===== config.mk =====
export PLATFORM = sky130hd
export DESIGN_NAME = fetch_ctrl_flat
export DESIGN_NICKNAME = d
export VERILOG_FILES = /design/src/rtl/fetch_ctrl_if.sv /design/src/rtl/fetch_ctrl.sv /design/src/flat_wrapper.sv
export SDC_FILE = /design/constraint.sdc
export NUM_CORES = 1
export LEC_CHECK = 0
export ABC_AREA = 1
export CORE_ASPECT_RATIO = 0.6
export CORE_MARGIN = 3
export CORE_UTILIZATION = 45
export CTS_BUF_LIST = sky130_fd_sc_hd__clkbuf_4 sky130_fd_sc_hd__clkbuf_8 sky130_fd_sc_hd__clkbuf_16
export DETAILED_ROUTE_END_ITERATION = 7
export PLACE_DENSITY = 0.81
export SYNTH_ARGS = -nofsm -noshare
export SYNTH_HDL_FRONTEND = slang
export SYNTH_SLANG_ARGS = --single-unit

===== constraint.sdc =====
create_clock -name Clock -period 4.46 [get_ports Clock]
set_input_delay 0.669 -clock Clock [delete_from_list [all_inputs] [get_ports Clock]]
set_output_delay 0.669 -clock Clock [all_outputs]
set_load 0.02 [all_outputs]

===== src/rtl/fetch_ctrl_if.sv =====
// fetch_ctrl_if: instruction-memory fetch handshake.
//   req   : fetch request, driven by the fetch sequencer
//   addr  : word-aligned fetch byte address, driven by the fetch sequencer
//   ready : memory returns data this cycle (meaningful only while req=1)
//   rdata : instruction word, sampled when req & ready
// Modports: master = fetch sequencer, slave = instruction memory.
interface fetch_ctrl_if;
   logic        req;
   logic [31:0] addr;
   logic        ready;
   logic [31:0] rdata;

   modport master (output req, output addr, input ready, input rdata);
   modport slave  (input req, input addr, output ready, output rdata);
endinterface


===== src/rtl/fetch_ctrl.sv =====
// fetch_ctrl: instruction-fetch sequencer. Owns the PC, fetches one word at a time over the
// imem handshake, holds it until the consumer accepts it, then picks the next PC from the
// jump/branch resolution presented with the accept.
// Ports:
//   Clock, Reset     : rising-edge clock, synchronous active-high reset
//   imem             : fetch_ctrl_if.master (req/addr out, ready/rdata in)
//   instr_valid      : instr/pc_out hold a fetched instruction
//   instr, pc_out    : held instruction and its address
//   instr_accept     : consumer takes instr; B/Z/J/target/B_addr valid alongside
//   next_pc          : pc_out + 4
//   target_addr      : jump destination {next_pc[31:28], target, 2'b00}
//   fetch_err        : sticky memory-timeout error
// Optional feature: define FETCH_TIMEOUT_EN to enable the request timeout and the error state.
module fetch_ctrl #(
   parameter logic [31:0] RESET_PC = 32'h0000_0000,
   parameter int unsigned TIMEOUT  = 15
) (
   input  logic                Clock,
   input  logic                Reset,
   fetch_ctrl_if.master        imem,
   output logic                instr_valid,
   output logic [31:0]         instr,
   output logic [31:0]         pc_out,
   input  logic                instr_accept,
   input  logic                B,
   input  logic                Z,
   input  logic                J,
   input  logic [25:0]         target,
   input  logic [31:0]         B_addr,
   output logic [31:0]         next_pc,
   output logic [31:0]         target_addr,
   output logic                fetch_err
);

   if (TIMEOUT < 1 || TIMEOUT > 255) begin : g_bad_timeout
      $error("fetch_ctrl: TIMEOUT must be in 1..255");
   end
   if (RESET_PC[1:0] != 2'b00) begin : g_bad_reset_pc
      $error("fetch_ctrl: RESET_PC must be word aligned");
   end

`ifdef FETCH_TIMEOUT_EN
   typedef enum logic [1:0] {StIdle, StReq, StHold, StErr} state_e;
`else
   typedef enum logic [1:0] {StIdle, StReq, StHold} state_e;
`endif

   state_e      state;
   logic        req_q;
   logic [31:0] pc_sel;

`ifdef FETCH_TIMEOUT_EN
   logic [7:0]  wait_cnt;
   logic        err_q;
   assign fetch_err = err_q;
`else
   assign fetch_err = 1'b0;
`endif

   assign imem.req    = req_q;
   assign imem.addr   = pc_out;
   assign next_pc     = pc_out + 32'd4;
   assign target_addr = {next_pc[31:28], target, 2'b00};

   // Jump beats branch; branch offset is a word offset, wrapping mod 2^32.
   always_comb begin
      pc_sel = next_pc;
      if (J) begin
         pc_sel = target_addr;
      end else if (B && Z) begin
         pc_sel = next_pc + (B_addr << 2);
      end
   end

   // req/valid are registered alongside the state so they carry no input-to-output path.
   always_ff @(posedge Clock) begin
      if (Reset) begin
         state       <= StIdle;
         req_q       <= 1'b0;
         instr_valid <= 1'b0;
         instr       <= 32'h0;
         pc_out      <= RESET_PC;
`ifdef FETCH_TIMEOUT_EN
         wait_cnt    <= 8'd0;
         err_q       <= 1'b0;
`endif
      end else begin
         unique case (state)
            StIdle: begin
               state <= StReq;
               req_q <= 1'b1;
`ifdef FETCH_TIMEOUT_EN
               wait_cnt <= 8'd0;
`endif
            end
            StReq: begin
               if (imem.ready) begin
                  instr       <= imem.rdata;
                  state       <= StHold;
                  req_q       <= 1'b0;
                  instr_valid <= 1'b1;
`ifdef FETCH_TIMEOUT_EN
               end else if (wait_cnt == 8'(TIMEOUT - 1)) begin
                  // This unanswered cycle is the TIMEOUT-th one.
                  state <= StErr;
                  req_q <= 1'b0;
                  err_q <= 1'b1;
               end else begin
                  wait_cnt <= wait_cnt + 8'd1;
`endif
               end
            end
            StHold: begin
               if (instr_accept) begin
                  pc_out      <= pc_sel;
                  state       <= StReq;
                  req_q       <= 1'b1;
                  instr_valid <= 1'b0;
`ifdef FETCH_TIMEOUT_EN
                  wait_cnt    <= 8'd0;
`endif
               end
            end
`ifdef FETCH_TIMEOUT_EN
            StErr: begin
               // Held until Reset.
            end
`endif
            default: begin
               state       <= StIdle;
               req_q       <= 1'b0;
               instr_valid <= 1'b0;
            end
         endcase
      end
   end

endmodule


===== src/flat_wrapper.sv =====
// flat-port wrapper written by rule: the top's interface ports become plain ports
module fetch_ctrl_flat 
#(
   parameter logic [31:0] RESET_PC = 32'h0000_0000,
   parameter int unsigned TIMEOUT  = 15
)
  (Clock, Reset, instr_valid, instr, pc_out, instr_accept, B, Z, J, target, B_addr, next_pc, target_addr, fetch_err, imem_req, imem_addr, imem_ready, imem_rdata);
  fetch_ctrl_if imem_i ();
  input  logic Clock;
  input  logic Reset;
  output logic instr_valid;
  output logic [31:0] instr;
  output logic [31:0] pc_out;
  input  logic instr_accept;
  input  logic B;
  input  logic Z;
  input  logic J;
  input  logic [25:0] target;
  input  logic [31:0] B_addr;
  output logic [31:0] next_pc;
  output logic [31:0] target_addr;
  output logic fetch_err;
  output wire logic [$bits(imem_i.req)-1:0] imem_req;
  output wire logic [$bits(imem_i.addr)-1:0] imem_addr;
  input wire logic [$bits(imem_i.ready)-1:0] imem_ready;
  input wire logic [$bits(imem_i.rdata)-1:0] imem_rdata;
  assign imem_req = imem_i.req;
  assign imem_addr = imem_i.addr;
  assign imem_i.ready = imem_ready;
  assign imem_i.rdata = imem_rdata;
  fetch_ctrl #(.RESET_PC(RESET_PC), .TIMEOUT(TIMEOUT)) u_core (.Clock(Clock), .Reset(Reset), .imem(imem_i), .instr_valid(instr_valid), .instr(instr), .pc_out(pc_out), .instr_accept(instr_accept), .B(B), .Z(Z), .J(J), .target(target), .B_addr(B_addr), .next_pc(next_pc), .target_addr(target_addr), .fetch_err(fetch_err));
endmodule

==> key figures, run 1 <==
Setup path
  • Arr. time, crit path: between 3 and 4 ns
  • CP Max Fanout: 7
  • CP delay by family, top: simple AND/OR/NAND/NOR gates
  • CP max stage cell: dfxtp_1
  • Max incr delay on CP: approximately 0.47 ns
  • CP Capture Type: flop
  • Worst Setup Start Kind: flop
  • Cell Chain, Critical Path: ha_1 -> nand2_1 -> nor2_2 -> nand2_2 -> inv_1 -> nor2_1 -> o21bai_1 -> inv_1 -> ha_1 -> nand2_1 -> inv_1 -> a21oi_1 -> nand2_1 -> nand2_1 -> nand2_1 -> nand3_1 -> nand2_1 -> nand2_1 -> nand3_1 -> nand2_1 -> a21oi_1
  • CP dominant cell by count: nand2_1
  • WP data required: approximately 4.7 ns
  • Kind of critical path: reg -> reg
  • Worst Path Buf+Inv: 3

Routing
  • Routed WL per cell: around 16 um
  • DRT antenna net count: 0
  • Met3 WL: ~2900 um
  • Drt first pass iters: 6
  • WL met1: about 11,000 um
  • Drt drc: 0
  • Max layer used: met4
  • Vias per cell: 5.10
  • DR iter-0 viols: 769
  • Vias: 7,722
  • WL final: 23,900 um
  • Metal2 WL: ~10000 um

Synth
  • Compound-gate portion of the synthesized area: 0.113
  • Seq cells post-synth: 65
  • Main combinational cell family by area after synthesis: simple AND/OR/NAND/NOR gates
  • Synth warnings: 0
  • Sequential area share after synthesis: 0.201
  • Syn_area_per_cell: ~5.7 sq um
  • Asr flop ratio synth: 0
  • Multiplexer share of the synthesized area: 0
  • Post-synthesis cell count: approximately 1,100
  • Synth Area in Adders: 0.0725
  • XOR/XNOR share of the synthesized area: 0.0268
  • Synthesized area: ~0.0065 sq mm
  • Distinct cells, synth: 37
  • Most used DFF post-synth: dfxtp_1
  • Synth Area in Simple Gates: 0.402
  • EDFF count, synth: 0

Cells and area
  • # diodes: 0
  • Most common cell after layout, fill and taps aside: nand2_1
  • Nets@finish: between 1,000 and 1,500
  • Most frequent cells in the layout: 331 x nand2_1, 248 x clkdlybuf4s50_1, 176 x nor2_1, 151 x inv_1, 72 x nand3_1
  • Area grow syn2layout: 38.5%
  • Share of cells above drive strength 1: 0.0438
  • Post-layout util: 0.648

Clocking
  • Clk_lat worst skew: between 0.3 and 0.4 ns
  • Num CTS Buffers: 9
  • H-Tree Depth: 3
  • Resize count post-CTS: 0
  • Clk buf depth: 2
  • Post-CTS Setup Bufs: 0
  • CTS Hold Bufs: 0
  • CTS Sinks: 65
  • Clk slew on worst S/H paths: 0.06 ns
  • Clock root cell: clkbuf_16
  • CTS tree: done

Global route
  • GR Overflow Total: 0
  • Largest net degree at the start of global routing: 43
  • Number of global-route vias before repair: roughly 7,000
  • Global Route Usage Sum: 0.287
  • Initial antenna violation count: 0
  • Global-route wire length before repair: around 37,000 um

Floorplanning
  • Core Region: about 0.014 sq mm
  • Site row count: 33
  • Initial Util: 0.468
  • Io pins: 260
  • Die W: about 160 um
  • Die Area: between 0.015 and 0.02 sq mm
  • Die Y: ~99 um

Power
  • Logic pwr share: 0.269
  • PD cells: between 200 and 250 mW/mm^2
  • P_int: approximately 1.3 mW
  • Net Sw Power: 0.580 mW
  • VDD IR max: approximately 0.00021 V
  • Sequential fraction of design power: 0.341
  • Pleak: roughly 4.2 nW
  • Switching portion of total power: 0.313
  • Clock power frac: 0.390

Place
  • Buffers on Ports: roughly 250
  • Placer Congestion: slightly below 1
  • Hpwl dp: between 15,000 and 20,000 um

STA
  • Final Cycle Share: 0.797
  • RSZ-0062 raised after global routing: no
  • F_max: roughly 280 MHz
  • Final count of hold timing violations: 0
  • Tmin final: 3.55 ns
  • Final Max Tran Viols: 0
  • Final Setup Violations: 0
  • Setup TNS: 0 ns
  • Slew HR: 0.254
  • Worst Tran Pin Value: around 1.1 ns
  • Setup clock skew after layout: 0.00889 ns

Run status
  • Outcome: finished, final reports clean

Hold path
  • Worst hold path type: reg -> reg

Run
  • Max_cap viols: 0
## per-layer routing
layer / track usage / vias up
li1: - / 3840
met1: 0.408 / 3431
met2: 0.439 / 428
met3: 0.0878 / 23
met4: 0.0390 / 0
met5: 0 / -
## path summary, 6_finish.rpt
path,start,end,cells after the start,slack (ns)
max,u_core.imem.addr[2],u_core.imem.addr[22],21,0.91
min,u_core.instr[24],u_core.instr[24],2,0.51
max reg2reg,u_core.imem.addr[2],u_core.imem.addr[22],21,0.91
min reg2reg,u_core.instr[24],u_core.instr[24],2,0.51
## flip-flops by register name, summed over array words and instances (netlist names)
register / cells
u_core.instr: 32
u_core.imem.addr: 30
u_core.state: 2
u_core.instr_valid: 1
## tightest hold or removal path: stages, from the launching register on
cell     delay [ns]
dfxtp_1        0.32
o21ai_0        0.08
nor2_1         0.08
## final cells by class
| class | count | area (sq um) |
|---|---|---|
| Tap cell | 192 | 240 |
| Inverter | 153 | 574 |
| Sequential cell | 65 | 1300 |
| Timing Repair Buffer | 257 | 2550 |
| Clock buffer | 9 | 225 |
| Multi-Input combinational cell | 832 | 4020 |
| Fill cell | 1366 | 4890 |
| Clock inverter | 7 | 77.6 |
## power by group through the flow
stage                     combinational (mW)  clock (mW)  sequential [mW]
after floorplan                        0.243           0            0.673
after global placement                 0.489           0            0.642
after detailed placement               0.495           0            0.643
after CTS                              0.497       0.725            0.631
after global routing                   0.540       0.758            0.634
final                                  0.499       0.723            0.631
## kinds of logic after synthesis
logic type | Yosys count
AOI/OAI and AO/OA | 138
adders and majority gates | 37
and+or+nand+nor | 629
DFF | 65
buffers and inverters | 250
xor gates and xnor gates | 19
other | 1
## synth_stat cells, types with 3 or more instances
| library cell | number | area (sq um) |
|---|---|---|
| dfxtp_1 | 65 | 1300 |
| a21oi_1 | 65 | 325 |
| nand2_2 | 8 | 50.1 |
| buf_4 | 69 | 518 |
| nand2_1 | 331 | 1240 |
| ha_1 | 36 | 450 |
| nand4_1 | 5 | 31.3 |
| clkbuf_1 | 25 | 93.8 |
| and2_1 | 4 | 25.0 |
| or2_2 | 6 | 37.5 |
| nor3_1 | 11 | 55.1 |
| nand3_1 | 72 | 360 |
| xor2_1 | 16 | 140 |
| nand3_2 | 3 | 30.0 |
| inv_1 | 151 | 567 |
| o21ai_0 | 56 | 280 |
| nor2_1 | 176 | 661 |
| o211ai_1 | 6 | 45.0 |
| nor2_2 | 7 | 43.8 |
| o21bai_1 | 3 | 22.5 |
## through the flow
| stage | worst slack, ns | hold slack, ns | total power [mW] | cells | instance area, sq um |
|---|---|---|---|---|---|
| floorplan | 1.35 | 0.458 | 0.916 | 1147 | 6520 |
| CTS | 0.976 | 0.514 | 1.85 | 1515 | 8990 |
| global route | 0.602 | 0.548 | 1.93 | 1515 | 8990 |
| finish | 0.906 | 0.515 | 1.85 | 1515 | 8990 |
| detailed placement | 1.04 | 0.496 | 1.14 | 1499 | 8680 |
| global placement | 1.09 | 0.492 | 1.13 | 1499 | 8680 |
No activity file was read; power rests on OpenSTA's default activity.
==> inputs of run 2 (changes only) <==
--- a/config.mk
+++ b/config.mk
@@ -8,10 +8,10 @@
 export ABC_AREA = 1
 export CORE_ASPECT_RATIO = 0.6
 export CORE_MARGIN = 3
-export CORE_UTILIZATION = 45
+export CORE_UTILIZATION = 41
 export CTS_BUF_LIST = sky130_fd_sc_hd__clkbuf_4 sky130_fd_sc_hd__clkbuf_8 sky130_fd_sc_hd__clkbuf_16
 export DETAILED_ROUTE_END_ITERATION = 7
-export PLACE_DENSITY = 0.81
+export PLACE_DENSITY = 0.78
 export SYNTH_ARGS = -nofsm -noshare
 export SYNTH_HDL_FRONTEND = slang
 export SYNTH_SLANG_ARGS = --single-unit
==> constraint.sdc (replaced) <==
create_clock -name Clock -period 2.95 [get_ports Clock]
set_input_delay 0.4425 -clock Clock [delete_from_list [all_inputs] [get_ports Clock]]
set_output_delay 0.4425 -clock Clock [all_outputs]
set_load 0.02 [all_outputs]
==> run 2 against run 1 <==
  * Clock-buffer cell count did not move
  * Combinational power rose by 78%
  * Via count increased by 8.4%
  * Fmax up 23%
  * Register-to-register slack got worse by 0.85 ns
  * Routed wire length up 15%
  * Setup slack got worse by 0.85 ns
  * Clock skew fell by 0.0018 ns
  * First-iteration DRC count rose by 18%
==> key figures, run 2 (synthesis gave the netlist of run 1 again) <==
Clocking
  • Clk buf depth: 2 (unchanged)
  • Clk_lat worst skew: 0.33 ns (about the same)
  • CTS Sinks: 65 (unchanged)
  • Num CTS Buffers: 9 (unchanged)
  • CTS Hold Bufs: 0 (unchanged)
  • Clk slew on worst S/H paths: 0.06 ns (about the same)
  • Clock root cell: clkbuf_16
  • CTS tree: done
  • H-Tree Depth: 3 (unchanged)

Place
  • Buffers on Ports: 248 (unchanged)
  • Dpl ws: -0.0598 ns (-1.10 ns)
  • Dpl cell area: 0.00947 sq mm (+9.1%)
  • Placer Congestion: 0.983 (+1.8%)
  • Hpwl dp: 21,600 um (+11%)

Global route
  • Largest net degree at the start of global routing: 41 (-4.7%)
  • Global-route wire length before repair: 39,200 um (+6.5%)
  • Initial antenna violation count: 0 (unchanged)
  • GR Overflow Total: 0 (unchanged)
  • Number of global-route vias before repair: 7,406 (+5.8%)
  • Global Route Usage Sum: 0.287 (about the same)

Floorplanning
  • Die Y: 103 um (+4.5%)
  • Die Area: 0.0174 sq mm (+9.3%)
  • Die W: 168 um (+4.6%)
  • Site row count: 34 (+3.0%)
  • Io pins: 260 (unchanged)
  • Core Region: 0.0150 sq mm (+7.9%)
  • Initial Util: 0.433 (-0.0344)

Setup path
  • CP Max Fanout: 4 (-3)
  • CP Capture Type: flop
  • Max incr delay on CP: 0.42 ns (-0.05 ns)
  • CP max stage cell: dfxtp_1
  • CP delay by family, top: simple AND/OR/NAND/NOR gates
  • Worst Path Buf+Inv: 1 (-2)
  • WP data required: 3.15 ns (-1.52 ns)
  • Arr. time, crit path: 3.09 ns (-0.67 ns)
  • Cell Chain, Critical Path: nand2_2 -> nor3_4 -> buf_4 -> nand2_4 -> nor2_2 -> nand3_1 -> and2_2 -> ha_4 -> nand2_2 -> nor2_4 -> nand2_2 -> nor3_2 -> nand2_2 -> nand3_1 -> nand3_1 -> nand2_1 -> a21oi_1
  • Kind of critical path: reg -> reg
  • CP dominant cell by count: nand2_2
  • Worst Setup Start Kind: flop

Cells and area
  • # diodes: 0 (unchanged)
  • Largest register FFs: 32 (unchanged)
  • Design Area, Final: 0.0107 sq mm (+19%)
  • Share of cells above drive strength 1: 0.223 (+0.179)
  • Most common cell after layout, fill and taps aside: nand2_1
  • Largest register by flop count: u_core.instr
  • Most frequent cells in the layout: 288 x nand2_1, 239 x clkdlybuf4s50_1, 153 x nor2_1, 140 x inv_1, 113 x buf_4
  • Nets@finish: 1,563 (+7.6%)
  • Area grow syn2layout: 64.4%

STA
  • Worst Tran Pin Value: 1.03 ns (-0.0908 ns)
  • Slew HR: 0.315 (+0.0606)
  • RSZ-0062 raised after global routing: yes
  • Worst Slack Setup Final: 0.0601 ns (-0.846 ns)
  • Final Cycle Share: 0.980 (+0.183)
  • Final Max Tran Viols: 0 (unchanged)
  • Setup clock skew after layout: 0.00704 ns (-0.00184 ns)
  • Final Setup Violations: 0 (unchanged)
  • F_max: 346 MHz (+23%)
  • Final count of hold timing violations: 0 (unchanged)
  • Tmin final: 2.89 ns (-0.664 ns)

Routing
  • Vias: 8,369 (+8.4%)
  • DR iter-0 viols: 906 (+18%)
  • WL final: 27,500 um (+15%)
  • Drt drc: 0 (unchanged)
  • Vias per cell: 5.13 (+0.61%)
  • DRT antenna net count: 0 (unchanged)
  • Routed WL per cell: 16.9 um (+7.1%)
  • Drt first pass iters: 5 (-1)

Hold path
  • Worst hold path type: reg -> reg

Run status
  • Outcome: finished, final reports clean

Run
  • Max_cap viols: 0 (unchanged)

Power
  • PD cells: 272 mW/mm^2 (+32%)
  • VDD IR max: 0.000270 V (+27%)
  • Pleak: 5.08 nW (+21%)
## run 2: cell types whose count changed in the layout (fill, tap and decap cells not counted), sizes merged
cell	delta
buf	+111
clkinv	+1
inv	-1
dlymetal6s2s	+6
clkdlybuf4s50	-9
dlygate4sd2	+3
## run 2: through the flow
stage	utilization	setup TNS (ns)	power, mW	hold slack [ns]	cells
after floorplan	-	-0.0416	1.38	0.458	1147
after CTS	0.656	-0.0468	2.84	0.522	1623
after global placement	0.633	-0.117	1.76	0.491	1607
after global routing	0.712	-0.469	3.02	0.521	1632
final	0.712	0	2.90	0.510	1632
after detailed placement	0.633	-0.260	1.77	0.506	1607
## run 2: tightest hold or removal path, cell delays in order (launching register included)
cell     delay (ns)
dfxtp_2        0.34
nand2_1        0.07
a21oi_1        0.06
## run 2: layer usage
metal  wire length (um)  up-vias  global-route usage  part of all wire
met1              12200     3823               0.420              0.44
met5                  0        -                   0                 0
li1                   -     4051                   -                 -
met2              11900      464               0.431              0.43
met4                311        0              0.0528             0.011
met3               3150       31              0.0714              0.11
## run 2: worst paths after layout
path / depth (start not counted) / slack, ns / end / from
min: 2 / 0.51 / u_core.imem.addr[15] / u_core.imem.addr[15]
max: 17 / 0.06 / u_core.imem.addr[29] / u_core.imem.addr[14]
min reg2reg: 2 / 0.51 / u_core.imem.addr[15] / u_core.imem.addr[15]
max reg2reg: 17 / 0.06 / u_core.imem.addr[29] / u_core.imem.addr[14]
## run 2: power by group
group,internal (mW),switching [mW]
Sequential,0.921,0.0257
Clock,0.654,0.411
Combinational,0.412,0.475
Total,1.99,0.912
## run 2: cell type report
cell class / instances / area [sq um]
Multi-Input combinational cell: 832 / 4800
Fill cell: 1285 / 4310
Timing Repair Buffer: 368 / 3420
Sequential cell: 65 / 1320
Inverter: 153 / 582
Tap cell: 198 / 248
Clock buffer: 9 / 225
Clock inverter: 7 / 70.1
## run 2: timing repair
item,4_1_cts,5_1_grt
pin swaps,0,38
gates resized for setup,17,186
setup buffers,0,9
endpoints found under the setup margin,14,45
==> inputs of run 3 (changes only) <==
--- a/config.mk
+++ b/config.mk
@@ -11,6 +11,7 @@
 export CORE_UTILIZATION = 41
 export CTS_BUF_LIST = sky130_fd_sc_hd__clkbuf_4 sky130_fd_sc_hd__clkbuf_8 sky130_fd_sc_hd__clkbuf_16
 export DETAILED_ROUTE_END_ITERATION = 7
+export GPL_TIMING_DRIVEN = 1
 export PLACE_DENSITY = 0.78
 export SYNTH_ARGS = -nofsm -noshare
 export SYNTH_HDL_FRONTEND = slang
==> results of run 3 <==
No change in the layout: final DEF, timing and power equal those of run 2.
